**config.mk**
```make
export PLATFORM = sky130hd
export DESIGN_NAME = scale_down_nch
export DESIGN_NICKNAME = d
export VERILOG_FILES = /design/src/rtl/scale_down_nch.sv
export SDC_FILE = /design/constraint.sdc
export NUM_CORES = 1
export LEC_CHECK = 0
export CORE_MARGIN = 3
export CORE_UTILIZATION = 65
export CTS_BUF_LIST = sky130_fd_sc_hd__clkbuf_4
export CTS_CLUSTER_DIAMETER = 150
export DETAILED_ROUTE_END_ITERATION = 10
export PLACE_DENSITY = 0.85
export SLEW_MARGIN = 30
export SYNTH_ARGS = -nofsm -noshare
export SYNTH_HDL_FRONTEND = slang
export SYNTH_SLANG_ARGS = --single-unit
export TNS_END_PERCENT = 20
```
**constraint.sdc**
```tcl
create_clock -name pixel_clk -period 6.9 [get_ports pixel_clk]
set_input_delay 1.38 -clock pixel_clk [delete_from_list [all_inputs] [get_ports pixel_clk]]
set_output_delay 1.38 -clock pixel_clk [all_outputs]
set_load 0.005 [all_outputs]
```
**src/rtl/scale_down_nch.sv**
```systemverilog
// N-channel nearest/2-tap-average downscaler driven by Q8.8 phase accumulators,
// with a registered show-ahead output FIFO toward the frame-buffer writer.
module scale_down_nch #(
  parameter int NCH   = 3,
  parameter int CW    = 8,
  parameter int DW    = 12,
  parameter int DEPTH = 16
) (
  input  logic                pixel_clk,
  input  logic                sys_rst_n,
  input  logic                vs,
  input  logic                de,
  input  logic [NCH*CW-1:0]   pixel_data,
  input  logic [DW-1:0]       s_width,
  input  logic [DW-1:0]       s_height,
  input  logic [15:0]         h_scale_k,
  input  logic [15:0]         v_scale_k,
  input  logic                avg_mode,
  output logic [NCH*CW-1:0]   out_data,
  output logic                out_valid,
  input  logic                out_ready,
  output logic                overflow,
  output logic [2*DW-1:0]     out_count
);

  localparam int PW     = NCH * CW;
  localparam int AW     = $clog2(DEPTH);
  localparam int ACC_W  = DW + 8;
  localparam logic [15:0] K_MIN    = 16'h0100;
  localparam logic [AW:0] CNT_FULL = (AW+1)'(DEPTH);

  function automatic logic [15:0] clamp_step(input logic [15:0] k);
    return (k < K_MIN) ? K_MIN : k;
  endfunction

  logic              vs_d_r, de_d_r, active_r, avg_r;
  logic [DW-1:0]     x_r, y_r, width_r, height_r;
  logic [ACC_W-1:0]  h_acc_r, v_acc_r;
  logic [15:0]       hk_r, vk_r;
  logic [PW-1:0]     prev_r, wr_data_r;
  logic              wr_en_r;

  logic [PW-1:0]     mem_r [DEPTH];
  logic [AW-1:0]     wr_ptr_r, rd_ptr_r;
  logic [AW:0]       cnt_r;
  logic [PW-1:0]     out_data_r;
  logic              out_valid_r, overflow_r;
  logic [2*DW-1:0]   out_count_r;

  logic              vs_rise_s, de_fall_s, line_kept_s, keep_s;
  logic [PW-1:0]     prev_sel_s, avg_pix_s;
  logic [ACC_W-1:0]  hk_ext_s, vk_ext_s;
  logic              pop_s, wr_ok_s;
  logic [AW:0]       cnt_next_s;
  logic [AW-1:0]     rd_next_s;

  assign vs_rise_s   = vs & ~vs_d_r;
  assign de_fall_s   = de_d_r & ~de;
  assign line_kept_s = active_r && (y_r < height_r) && (y_r == v_acc_r[ACC_W-1:8]);
  assign keep_s      = active_r && !vs_rise_s && de && line_kept_s &&
                       (x_r < width_r) && (x_r == h_acc_r[ACC_W-1:8]);
  assign prev_sel_s  = (x_r == {DW{1'b0}}) ? pixel_data : prev_r;
  assign hk_ext_s    = {{(ACC_W-16){1'b0}}, hk_r};
  assign vk_ext_s    = {{(ACC_W-16){1'b0}}, vk_r};

  // Per-channel rounded mean of the current and previous source pixel
  always_comb begin
    logic [CW:0] sum_v;
    avg_pix_s = {PW{1'b0}};
    sum_v     = {(CW+1){1'b0}};
    for (int c = 0; c < NCH; c++) begin
      sum_v = {1'b0, pixel_data[c*CW +: CW]} + {1'b0, prev_sel_s[c*CW +: CW]} +
              {{CW{1'b0}}, 1'b1};
      avg_pix_s[c*CW +: CW] = CW'(sum_v >> 1);
    end
  end

  // Frame/line tracking, phase accumulators and the one-cycle write stage
  always_ff @(posedge pixel_clk) begin
    if (!sys_rst_n) begin
      vs_d_r    <= 1'b1;  // a vs held high through reset is not a new frame
      de_d_r    <= 1'b0;
      active_r  <= 1'b0;
      avg_r     <= 1'b0;
      x_r       <= {DW{1'b0}};
      y_r       <= {DW{1'b0}};
      width_r   <= {DW{1'b0}};
      height_r  <= {DW{1'b0}};
      h_acc_r   <= {ACC_W{1'b0}};
      v_acc_r   <= {ACC_W{1'b0}};
      hk_r      <= K_MIN;
      vk_r      <= K_MIN;
      prev_r    <= {PW{1'b0}};
      wr_en_r   <= 1'b0;
      wr_data_r <= {PW{1'b0}};
    end else begin
      vs_d_r <= vs;
      de_d_r <= de;
      if (vs_rise_s) begin
        active_r <= 1'b1;
        width_r  <= s_width;
        height_r <= s_height;
        hk_r     <= clamp_step(h_scale_k);
        vk_r     <= clamp_step(v_scale_k);
        avg_r    <= avg_mode;
        x_r      <= {DW{1'b0}};
        y_r      <= {DW{1'b0}};
        h_acc_r  <= {ACC_W{1'b0}};
        v_acc_r  <= {ACC_W{1'b0}};
      end else if (de_fall_s) begin
        x_r     <= {DW{1'b0}};
        y_r     <= y_r + {{(DW-1){1'b0}}, 1'b1};
        h_acc_r <= {ACC_W{1'b0}};
        if (y_r == v_acc_r[ACC_W-1:8]) begin
          v_acc_r <= v_acc_r + vk_ext_s;
        end
      end else if (de) begin
        x_r <= x_r + {{(DW-1){1'b0}}, 1'b1};
        if (keep_s) begin
          h_acc_r <= h_acc_r + hk_ext_s;
        end
      end
      if (de) begin
        prev_r <= pixel_data;
      end
      wr_en_r   <= keep_s;
      wr_data_r <= avg_r ? avg_pix_s : pixel_data;
    end
  end

  assign pop_s      = out_valid_r & out_ready;
  assign wr_ok_s    = wr_en_r & ((cnt_r != CNT_FULL) | pop_s);
  assign cnt_next_s = cnt_r + {{AW{1'b0}}, wr_ok_s} - {{AW{1'b0}}, pop_s};
  assign rd_next_s  = rd_ptr_r + {{(AW-1){1'b0}}, pop_s};

  // FIFO storage; contents are don't-care until written
  always_ff @(posedge pixel_clk) begin
    if (wr_ok_s) begin
      mem_r[wr_ptr_r] <= wr_data_r;
    end
  end

  // FIFO pointers, registered show-ahead head and per-frame status
  always_ff @(posedge pixel_clk) begin
    if (!sys_rst_n) begin
      wr_ptr_r    <= {AW{1'b0}};
      rd_ptr_r    <= {AW{1'b0}};
      cnt_r       <= {(AW+1){1'b0}};
      out_valid_r <= 1'b0;
      out_data_r  <= {PW{1'b0}};
      overflow_r  <= 1'b0;
      out_count_r <= {(2*DW){1'b0}};
    end else begin
      if (wr_ok_s) begin
        wr_ptr_r <= wr_ptr_r + {{(AW-1){1'b0}}, 1'b1};
      end
      rd_ptr_r    <= rd_next_s;
      cnt_r       <= cnt_next_s;
      out_valid_r <= (cnt_next_s != {(AW+1){1'b0}});
      // When the FIFO drains to empty this cycle, the incoming write becomes the head
      if (cnt_next_s != {(AW+1){1'b0}}) begin
        out_data_r <= (cnt_r == {{AW{1'b0}}, pop_s}) ? wr_data_r : mem_r[rd_next_s];
      end
      if (vs_rise_s) begin
        overflow_r  <= 1'b0;
        out_count_r <= {(2*DW){1'b0}};
      end else begin
        if (wr_en_r && !wr_ok_s) begin
          overflow_r <= 1'b1;
        end
        if (wr_ok_s) begin
          out_count_r <= out_count_r + {{(2*DW-1){1'b0}}, 1'b1};
        end
      end
    end
  end

  assign out_data  = out_data_r;
  assign out_valid = out_valid_r;
  assign overflow  = overflow_r;
  assign out_count = out_count_r;

endmodule
```
Yosys cells after proc, flatten, opt, wreduce, memory -nomap -nowiden
Memory sizes are Yosys's and may differ from the RTL's.
Index checks and enable logic that the tools add are counted.
{"block": "word_totals", "register_bits": 236, "output_inout_bits": 50, "ram_bits": 384, "mem_count": 1, "wordCells": 77, "inputBits": 86}
{"block": "op_classes", "reduce_logical": 16, "bitwise_logic": 8, "addsub": 15, "order_cmp": 4, "n_eq_ne": 4, "mux": 7}
{"memory": "mem_r", "words": 16, "word_bits": 24, "rd": 1, "rd_clocked_by_memory_dff": 0, "wr": 1, "line": "43", "rtl": "logic [PW-1:0] mem_r [DEPTH];"}
{"operator": "$mux W24", "count": 3}
{"operator": "$add A20 B16 Y20", "count": 2}
{"operator": "$lt A16 B9 Y1 const B", "count": 2}
{"operator": "$mux W16", "count": 2}
{"operator": "$add A8 B8 Y9", "count": 3}
{"operator": "$add A9 B1 Y9 const B", "count": 3}
{"operator": "$add A12 B1 Y12 const B", "count": 2}
{"operator": "$add A24 B1 Y24 const B", "count": 1}
{"operator": "$eq A12 B12 Y1", "count": 2}
{"operator": "$lt A12 B12 Y1", "count": 2}
{"operator": "$logic_not A12 Y1", "count": 1}
{"operator": "$logic_and A1 B1 Y1", "count": 8}
{"operator": "$add A5 B1 Y5", "count": 1}
{"operator": "$eq A5 B1 Y1", "count": 1}
{"operator": "$ne A5 B5 Y1 const B", "count": 1}
{"operator": "$reduce_bool A5 Y1", "count": 1}
{"operator": "$sub A5 B1 Y5", "count": 1}
{"operator": "$add A4 B1 Y4", "count": 1}
{"operator": "$add A4 B1 Y4 const B", "count": 1}
{"operator": "$and A1 B1 Y1", "count": 4}
{"operator": "$reduce_and A2 Y1", "count": 2}
{"operator": "$not A1 Y1", "count": 3}
{"operator": "$reduce_or A3 Y1", "count": 1}
{"operator": "$logic_not A1 Y1", "count": 2}
{"operator": "other kinds (3)", "count": 4}

Logic depth before layout (Yosys ltp)
Gate-level depths: netlist (run 1).
{"block": "logic_depth", "ltp_word": 9, "ltp_mapped": 20, "ltp_nobuf": 18}

Worst setup path before layout (run 1)
Ideal clock, no wire load.
{"block": "synth_path", "path_kind": "input -> register", "startpoint": "input out_ready", "endpoint": "memory mem_r[0][0] (netlist name), enable pin", "slack_ns": 2.375, "setup_ns": 0.435, "n_path_buf": 1, "t_arrival_ns": 4.090, "cell_stages": 6, "cell_sequence": "and2_0 -> or2_2 -> and2_1 -> buf_1 -> nand2_1 -> nor3_1"}
{"block": "synth_between", "elab_chain_len": 5}
{"item": "start, declared", "line": "21", "rtl": "input logic out_ready,"}
{"item": "$and A1 B1 Y1", "line": "131", "rtl": "assign pop_s = out_valid_r & out_ready;"}
{"item": "$or A1 B1 Y1", "line": "132", "rtl": "assign wr_ok_s = wr_en_r & ((cnt_r != CNT_FULL) | pop_s);"}
{"item": "$and A1 B1 Y1", "line": "132"}
{"item": "$mux W1", "line": "138", "rtl": "if (wr_ok_s) begin"}
{"item": "$mux W1 (implied by the code)", "line": "139", "rtl": "mem_r[wr_ptr_r] <= wr_data_r;"}
{"item": "end, declared", "line": "43"}
Every way passes these cells.

Worst setup path in the final report (run 1)
{"block": "layout_path", "startpoint": "input out_ready", "endpoint": "register out_data_r[21], in the netlist out_data[21]"}
{"block": "layout_between", "elab_chain_len": 6}
{"item": "$and A1 B1 Y1 (*)", "line": "131"}
{"item": "$or A1 B1 Y1", "line": "132"}
{"item": "$and A1 B1 Y1", "line": "132"}
{"item": "$add A5 B1 Y5", "line": "133", "rtl": "assign cnt_next_s = cnt_r + {{AW{1'b0}}, wr_ok_s} - {{AW{1'b0}}, pop_s};"}
{"item": "$sub A5 B1 Y5", "line": "133"}
{"item": "$reduce_bool A5 Y1", "line": "161", "rtl": "if (cnt_next_s != {(AW+1){1'b0}}) begin"}
{"item": "end signal, assigned", "line": "150", "rtl": "out_data_r <= {PW{1'b0}};"}
{"item": "end signal, assigned", "line": "162", "rtl": "out_data_r <= (cnt_r == {{AW{1'b0}}, pop_s}) ? wr_data_r : mem_r[rd_next_s];"}
{"item": "end, declared", "line": "46", "rtl": "logic [PW-1:0] out_data_r;"}
Every way passes the cells marked *; elsewhere a longest branch is shown, timed or not.
A chain may end at the register's enable or synchronous reset.

==> flow_metrics.py, run 1 <==
metrics = {
    "global_route": {
        "grt_max_degree": 67,
        "grt_overflow_total": 0,
        "grt_pass1_wl_mm": 98.0,
        "grt_pass1_vias": 17800,
        "antenna_found_initial": 6,
        "grt_usage_pct": 29.0,
    },
    "route": {
        "vias_per_cell": 6.14,
        "ant_nets": 0,
        "drtIter0Drc": 1628,
        "drt-pass1-iter-count": 5,
        "post_drt_wl_per_cell_um": 22.3,
        "num_vias": 17300,
        "drcViolationCount": 0,
        "routed_wl_mm": 62.8,
    },
    "worst_setup_path": {
        "max_stage_delay_ps": 490,
        "end_kind": "flop",
        "critPathBufInv": 6,
        "rr_startpoint": "out_valid",
        "rr_worst_depth": 17,
        "crit_top_cell": "inv_1",
        "crit_chain": "clkdlybuf4s50_1 -> and2_0 -> or2_2 -> and2_1 -> inv_1 -> ha_1 -> inv_1 -> ha_1 -> inv_1 -> fa_1 -> inv_1 -> a21oi_1 -> o21bai_1 -> xnor2_1 -> nand3_2 -> buf_4 -> nand2_1 -> o211a_1",
        "crit_family": "simple AND/OR/NAND/NOR gates",
        "critPathArrivalTime_ps": 5420,
        "critPathLaunchType": "input port",
        "worst_path_max_delay_cell": "buf_4",
        "r2r_end": "out_data[21]",
        "crit_type": "in -> reg",
        "path_max_fanout": 49,
        "worstPathRequired_ps": 7620,
        "r2r_slack_ps": 2870,
    },
    "final_layout": {
        "multi_input_area_um2": 10200,
        "fill_cells": 2302,
        "drive_above_1_share_pct": 20.4,
        "instances_no_fill": 2818,
        "layout.nets": 2348,
        "register_area_um2": 16300,
        "syn_to_final_growth_pct": 16.7,
    },
    "timing": {
        "setup_viol": 0,
        "maxSlewHeadroom_pct": 38.6,
        "worst_slew_pin_slew_ps": 920,
        "finalSetupTns_ps": 0,
        "fin_crit_sh_pct": 68.2,
        "finalHoldViolCount": 0,
        "min_period_ps": 4700,
        "final_max_slew_viol_count": 0,
        "grt_setup_unrepaired": "no",
        "finalWorstSetupSlack_ps": 2200,
        "whs_ps": 455,
        "final.setup_skew_ps": 54.9,
        "max_freq_mhz": 213,
    },
    "synth": {
        "synth_area_um2": 26800,
        "synthArstFlopShare_pct": 0,
        "netlist_instances": 1922,
        "synth_compound_area_share_pct": 7.24,
        "synthTopCellsByArea": "edfxtp_1 (43%), dfxtp_1 (18%), mux4_2 (10%)",
        "muxShareOfSynthArea_pct": 13.5,
        "seq_area_frac_synth_pct": 60.6,
        "yosys_most_used_dff": "edfxtp_1",
        "yosysMostFrequentCell": "edfxtp_1",
        "ys_ff_latch": 620,
        "synth_adder_area_share_pct": 4.69,
        "synthSimpleGateAreaFrac_pct": 8.41,
        "synth_common_cells": "edfxtp_1 (384), dfxtp_1 (236), nand2_1 (129)",
        "syn_area_per_cell_um2": 14.0,
        "synth-edff-count": 384,
        "ys_types": 62,
        "yosys.area.top_type": "edfxtp_1",
        "syn_nets": 2105,
        "synth_top_family_by_area": "multiplexers",
        "synth-xor-area-share_pct": 3.49,
        "yosysWarnings": 0,
        "synth.top_cell.area_share_pct": 43.0,
    },
    "clock_network": {
        "cts_setup_buffers": 0,
        "cts-hold-fix-buffers": 0,
        "cts_buffer_depth": 3,
        "insertion_delay_ps": 850,
        "cts-root-buf": "clkbuf_4",
        "cts_sinks": 620,
        "clkTransAtPathRegs_ps": 60,
        "cts_tree": "done",
        "numCtsBuffers": 153,
        "ctsResizeCount": 0,
        "h-tree-depth": 4,
    },
    "power_and_ir_drop": {
        "leakage_nw": 11.6,
        "pwr-share-seq_pct": 46.7,
        "p_sw_share_pct": 26.5,
        "p_int_w": 0.00655,
        "p_per_area_nw_per_um2": 285,
        "ir_drop_mv": 0.204,
        "switchingPower_w": 0.00236,
        "p_comb_share_pct": 18.6,
        "clkPwrFrac_pct": 34.7,
    },
    "placed_design": {
        "dp_cells": 2534,
        "globalplace.congestion": 0.874,
        "preCtsSetupSlack_ps": 1420,
        "dpl.hpwl_mm": 40.4,
        "port_buffers": 135,
    },
    "worst_hold_path": {
        "holdPathEnd": "active_r",
        "hp-class": "reg -> reg",
        "min_from": "active_r",
        "holdPathStages": 2,
    },
    "floorplanning": {
        "rows": 73,
        "initial_core_util_pct": 66.6,
        "io_pins": 136,
        "dieWidth_um": 209,
        "die_h_um": 209,
        "core_area_um2": 40300,
        "dieArea_um2": 43700,
    },
    "job": {
        "maxCapViolCount": 0,
    },
    "status": {
        "status": "finished, final reports clean",
    },
}
-- stage by stage --
| stage | util, % | total power (W) | area, um^2 |
|---|---|---|---|
| final | 77.7 | 0.00891 | 31300 |
| after detailed placement | 72.6 | 0.00590 | 29200 |
| after CTS | 77.6 | 0.00898 | 31300 |
| after global routing | 77.7 | 0.00932 | 31300 |
| after global placement | 71.6 | 0.00580 | 28800 |
| after floorplan | - | 0.00536 | 26800 |
-- power groups by stage --
stage | Sequential [W] | Combinational [W] | Clock, W
finish | 0.00416 | 0.00166 | 0.00309
global route | 0.00418 | 0.00179 | 0.00336
CTS | 0.00416 | 0.00166 | 0.00315
detailed placement | 0.00425 | 0.00165 | 0
global placement | 0.00423 | 0.00156 | 0
floorplan | 0.00420 | 0.00116 | 0
-- per-layer routing --
metal,routed length [um],GRT usage [%],up-vias
met5,66,0,-
met4,1400,9.75,8
met3,4920,6.40,132
met2,33200,50.9,725
met1,23200,35.8,8561
li1,-,-,7867
-- layout make-up --
type | instances | area share [%]
clock buffers | 234 | 5.61
repair buffers | 172 | 6.16
well taps | 525 | 2.10
clock inverters | 47 | 0.868
multi-input cells | 1158 | 32.6
inverters | 60 | 0.720
flip-flops and latches | 620 | 51.9
diodes | 2 | 0.0160
-- worst max-delay path by stage --
stage	startpoint	end	slack, ps	cells past startpoint
after floorplan	out_ready	mem_r[0][0]	2380	6
after global placement	out_ready	out_data[8]	1720	18
after detailed placement	out_ready	out_data[21]	1420	18
after CTS	out_ready	out_data[21]	2250	18
after global routing	out_ready	out_data[22]	1990	18
final	out_ready	out_data[21]	2200	18
-- cells in the final DEF (no fill, tap or decap), types with 6 or more instances in the layout --
cell type / Yosys / layout
edfxtp_1: 384 / 384
dfxtp_1: 236 / 236
clkbuf_4: 0 / 234
clkdlybuf4s50_1: 0 / 133
nand2_1: 129 / 128
mux4_2: 120 / 120
nor2_1: 117 / 105
ha_1: 91 / 89
mux2i_1: 70 / 70
a21oi_1: 64 / 64
o21ai_0: 64 / 64
xnor2_1: 62 / 61
inv_1: 60 / 60
nor2b_1: 47 / 46
xor2_1: 45 / 44
a22o_1: 33 / 33
clkinv_1: 0 / 31
nand3_1: 32 / 30
o211a_1: 27 / 27
nand4_1: 25 / 25
a21o_1: 22 / 22
buf_4: 1 / 21
mux2_2: 19 / 19
and2_1: 17 / 17
nor3_1: 20 / 16
nor4_1: 14 / 14
and3_1: 13 / 13
buf_16: 0 / 13
nor2_4: 0 / 12
or3_1: 11 / 11
nand2b_1: 10 / 9
a211oi_1: 9 / 9
o211ai_1: 9 / 9
a31oi_1: 8 / 8
a31o_2: 7 / 7
o21a_1: 6 / 6
fa_1: 6 / 6
-- worst min-delay path, delay by kind of cell, from the launching register on --
family        cells  cell delay (ps)
flops             1              320
simple gates      2               90
-- kinds of logic (layout without fill, tap and decap cells) --
logic type | Yosys count | in the layout
and+or+nand+nor | 461 | 461
other | 0 | 2
AOI/OAI and AO/OA | 284 | 284
muxes | 209 | 209
xor gates and xnor gates | 107 | 107
buffers and inverters | 144 | 513
adders and majority gates | 97 | 97
DFF | 620 | 620
-- state kept, by name (all words and copies together) (netlist names), 12 cells and up --
register,cells
wr_data_r,24
mem_r,384
x_r,12
h_acc_r,20
height_r,12
prev_r,24
hk_r,16
out_count,24
vk_r,16
out_data,24
width_r,12
y_r,12
v_acc_r,20
Power figures use the tool's default switching activity.
==> inputs of run 2 (changes only) <==
- CORE_UTILIZATION: 65 -> 62
- PLACE_DENSITY: 0.85 -> 0.82
- clock period: 6.9 -> 4.65 ns (I/O delays scaled with it)
==> run 2 against run 1 <==
Compared with the run above: flip-flop and latch count stayed put; highest routed layer unchanged; final area is 0.21% lower; via count fell by 0.61%; register-to-register slack got worse by 2300 ps.
==> flow_metrics.py, run 2 (same netlist as run 1, synthesis figures left out) <==
metrics = {
    "worst_setup_path": {
        "critPathLaunchType": "flop",
        "path_max_fanout": 12,
        "worstPathRequired_ps": 5530,
        "end_kind": "flop",
        "crit_type": "reg -> reg",
        "critPathArrivalTime_ps": 4920,
    },
    "timing": {
        "finalSetupTns_ps": 0,
        "max_freq_mhz": 247,
        "final.setup_skew_ps": 58.0,
        "final_max_slew_viol_count": 0,
        "maxSlewHeadroom_pct": 43.4,
        "worst_slew_pin_slew_ps": 845,
        "finalWorstSetupSlack_ps": 608,
        "finalHoldViolCount": 0,
        "setup_viol": 0,
        "min_period_ps": 4040,
        "grt_setup_unrepaired": "no",
        "fin_crit_sh_pct": 86.9,
    },
    "clock_network": {
        "cts-root-buf": "clkbuf_4",
        "h-tree-depth": 4,
        "insertion_delay_ps": 970,
        "cts_buffer_depth": 3,
        "cts_sinks": 620,
        "cts_setup_buffers": 0,
        "cts_tree": "done",
        "ctsResizeCount": 0,
        "numCtsBuffers": 154,
        "clkTransAtPathRegs_ps": 70,
        "cts-hold-fix-buffers": 0,
    },
    "final_layout": {
        "top_register": "mem_r",
        "layout_commonest_cell": "edfxtp_1",
        "layout.nets": 2362,
        "drive_above_1_share_pct": 20.7,
        "syn_to_final_growth_pct": 16.4,
        "largest_reg_flops": 384,
        "final_cell_mix": "edfxtp_1 (384), dfxtp_1 (236), clkbuf_4 (234)",
    },
    "floorplanning": {
        "dieWidth_um": 214,
        "core_area_um2": 42300,
        "rows": 75,
        "dieArea_um2": 45800,
        "io_pins": 136,
        "initial_core_util_pct": 63.4,
        "die_h_um": 214,
    },
    "route": {
        "num_vias": 17200,
        "drtIter0Drc": 1467,
        "drt-pass1-iter-count": 5,
        "post_drt_wl_per_cell_um": 21.2,
        "routed_wl_mm": 61.1,
        "drcViolationCount": 0,
        "ant_nets": 0,
        "vias_per_cell": 5.96,
    },
    "global_route": {
        "antenna_found_initial": 5,
        "grt_pass1_vias": 17800,
        "grt_overflow_total": 0,
        "grt_pass1_wl_mm": 97.0,
        "grt_usage_pct": 27.2,
        "grt_max_degree": 67,
    },
    "power_and_ir_drop": {
        "ir_drop_mv": 0.257,
        "leakage_nw": 11.6,
        "p_per_area_nw_per_um2": 427,
    },
    "placed_design": {
        "port_buffers": 135,
        "dpl.hpwl_mm": 38.9,
        "preCtsSetupSlack_ps": 270,
        "globalplace.congestion": 0.858,
    },
    "status": {
        "status": "finished, final reports clean",
    },
    "worst_hold_path": {
        "hp-class": "reg -> reg",
    },
    "job": {
        "maxCapViolCount": 0,
    },
}
run 2: final timing paths:
check / from / end / slack (ps) / depth (start not counted)
setup / recovery: x_r[0] / wr_data_r[15] / 610 / 17
hold / removal: overflow / overflow / 470 / 1
setup reg to reg: x_r[0] / wr_data_r[15] / 610 / 17
hold reg to reg: overflow / overflow / 470 / 1
run 2: per-layer routing:
layer,part of all wire [%],track usage [%],wire length (um)
met2,50,45.7,30700
met4,2.9,11.6,1750
met1,39,34.3,24000
met3,7.5,6.34,4580
met5,0.052,0,32
run 2: stage by stage:
stage          power, W  hold WS (ps)  std cells  util (%)  area (um^2)
2_1_floorplan   0.00796           423       1922         -        26800
3_3_place_gp    0.00868           437       2600      68.9        29200
3_5_place_dp    0.00879           459       2600      68.9        29200
4_1_cts          0.0135           440       2877      73.7        31200
5_1_grt          0.0139           493       2878      73.7        31200
6_report         0.0133           471       2884      73.8        31200
run 2: worst max-delay path, cell delays in order (launching register included):
cell and delay [ps]:
dfxtp_1 370, inv_1 90, ha_1 160, nor4b_1 270
nand3_1 590, buf_4 420, nor2_1 100, a21o_1 120
inv_1 60, fa_1 420, nor2b_1 140, o21ai_0 100
a21boi_0 250, o21ai_0 130, a21boi_0 250, o21ai_0 120
a31oi_1 200, buf_4 180
run 2: layout make-up:
class,count,area (um^2)
repair buffers,185,1850
fillers,2687,11100
well taps,577,722
clock buffers,234,1760
diodes,7,17.5
inverters,60,225
multi-input cells,1158,10100
flip-flops and latches,620,16300
clock inverters,43,274
run 2: report_power, final:
group	switching [W]	internal, W
logic	0.00115	0.00134
clock network	0.00213	0.00252
registers	0.000172	0.00600
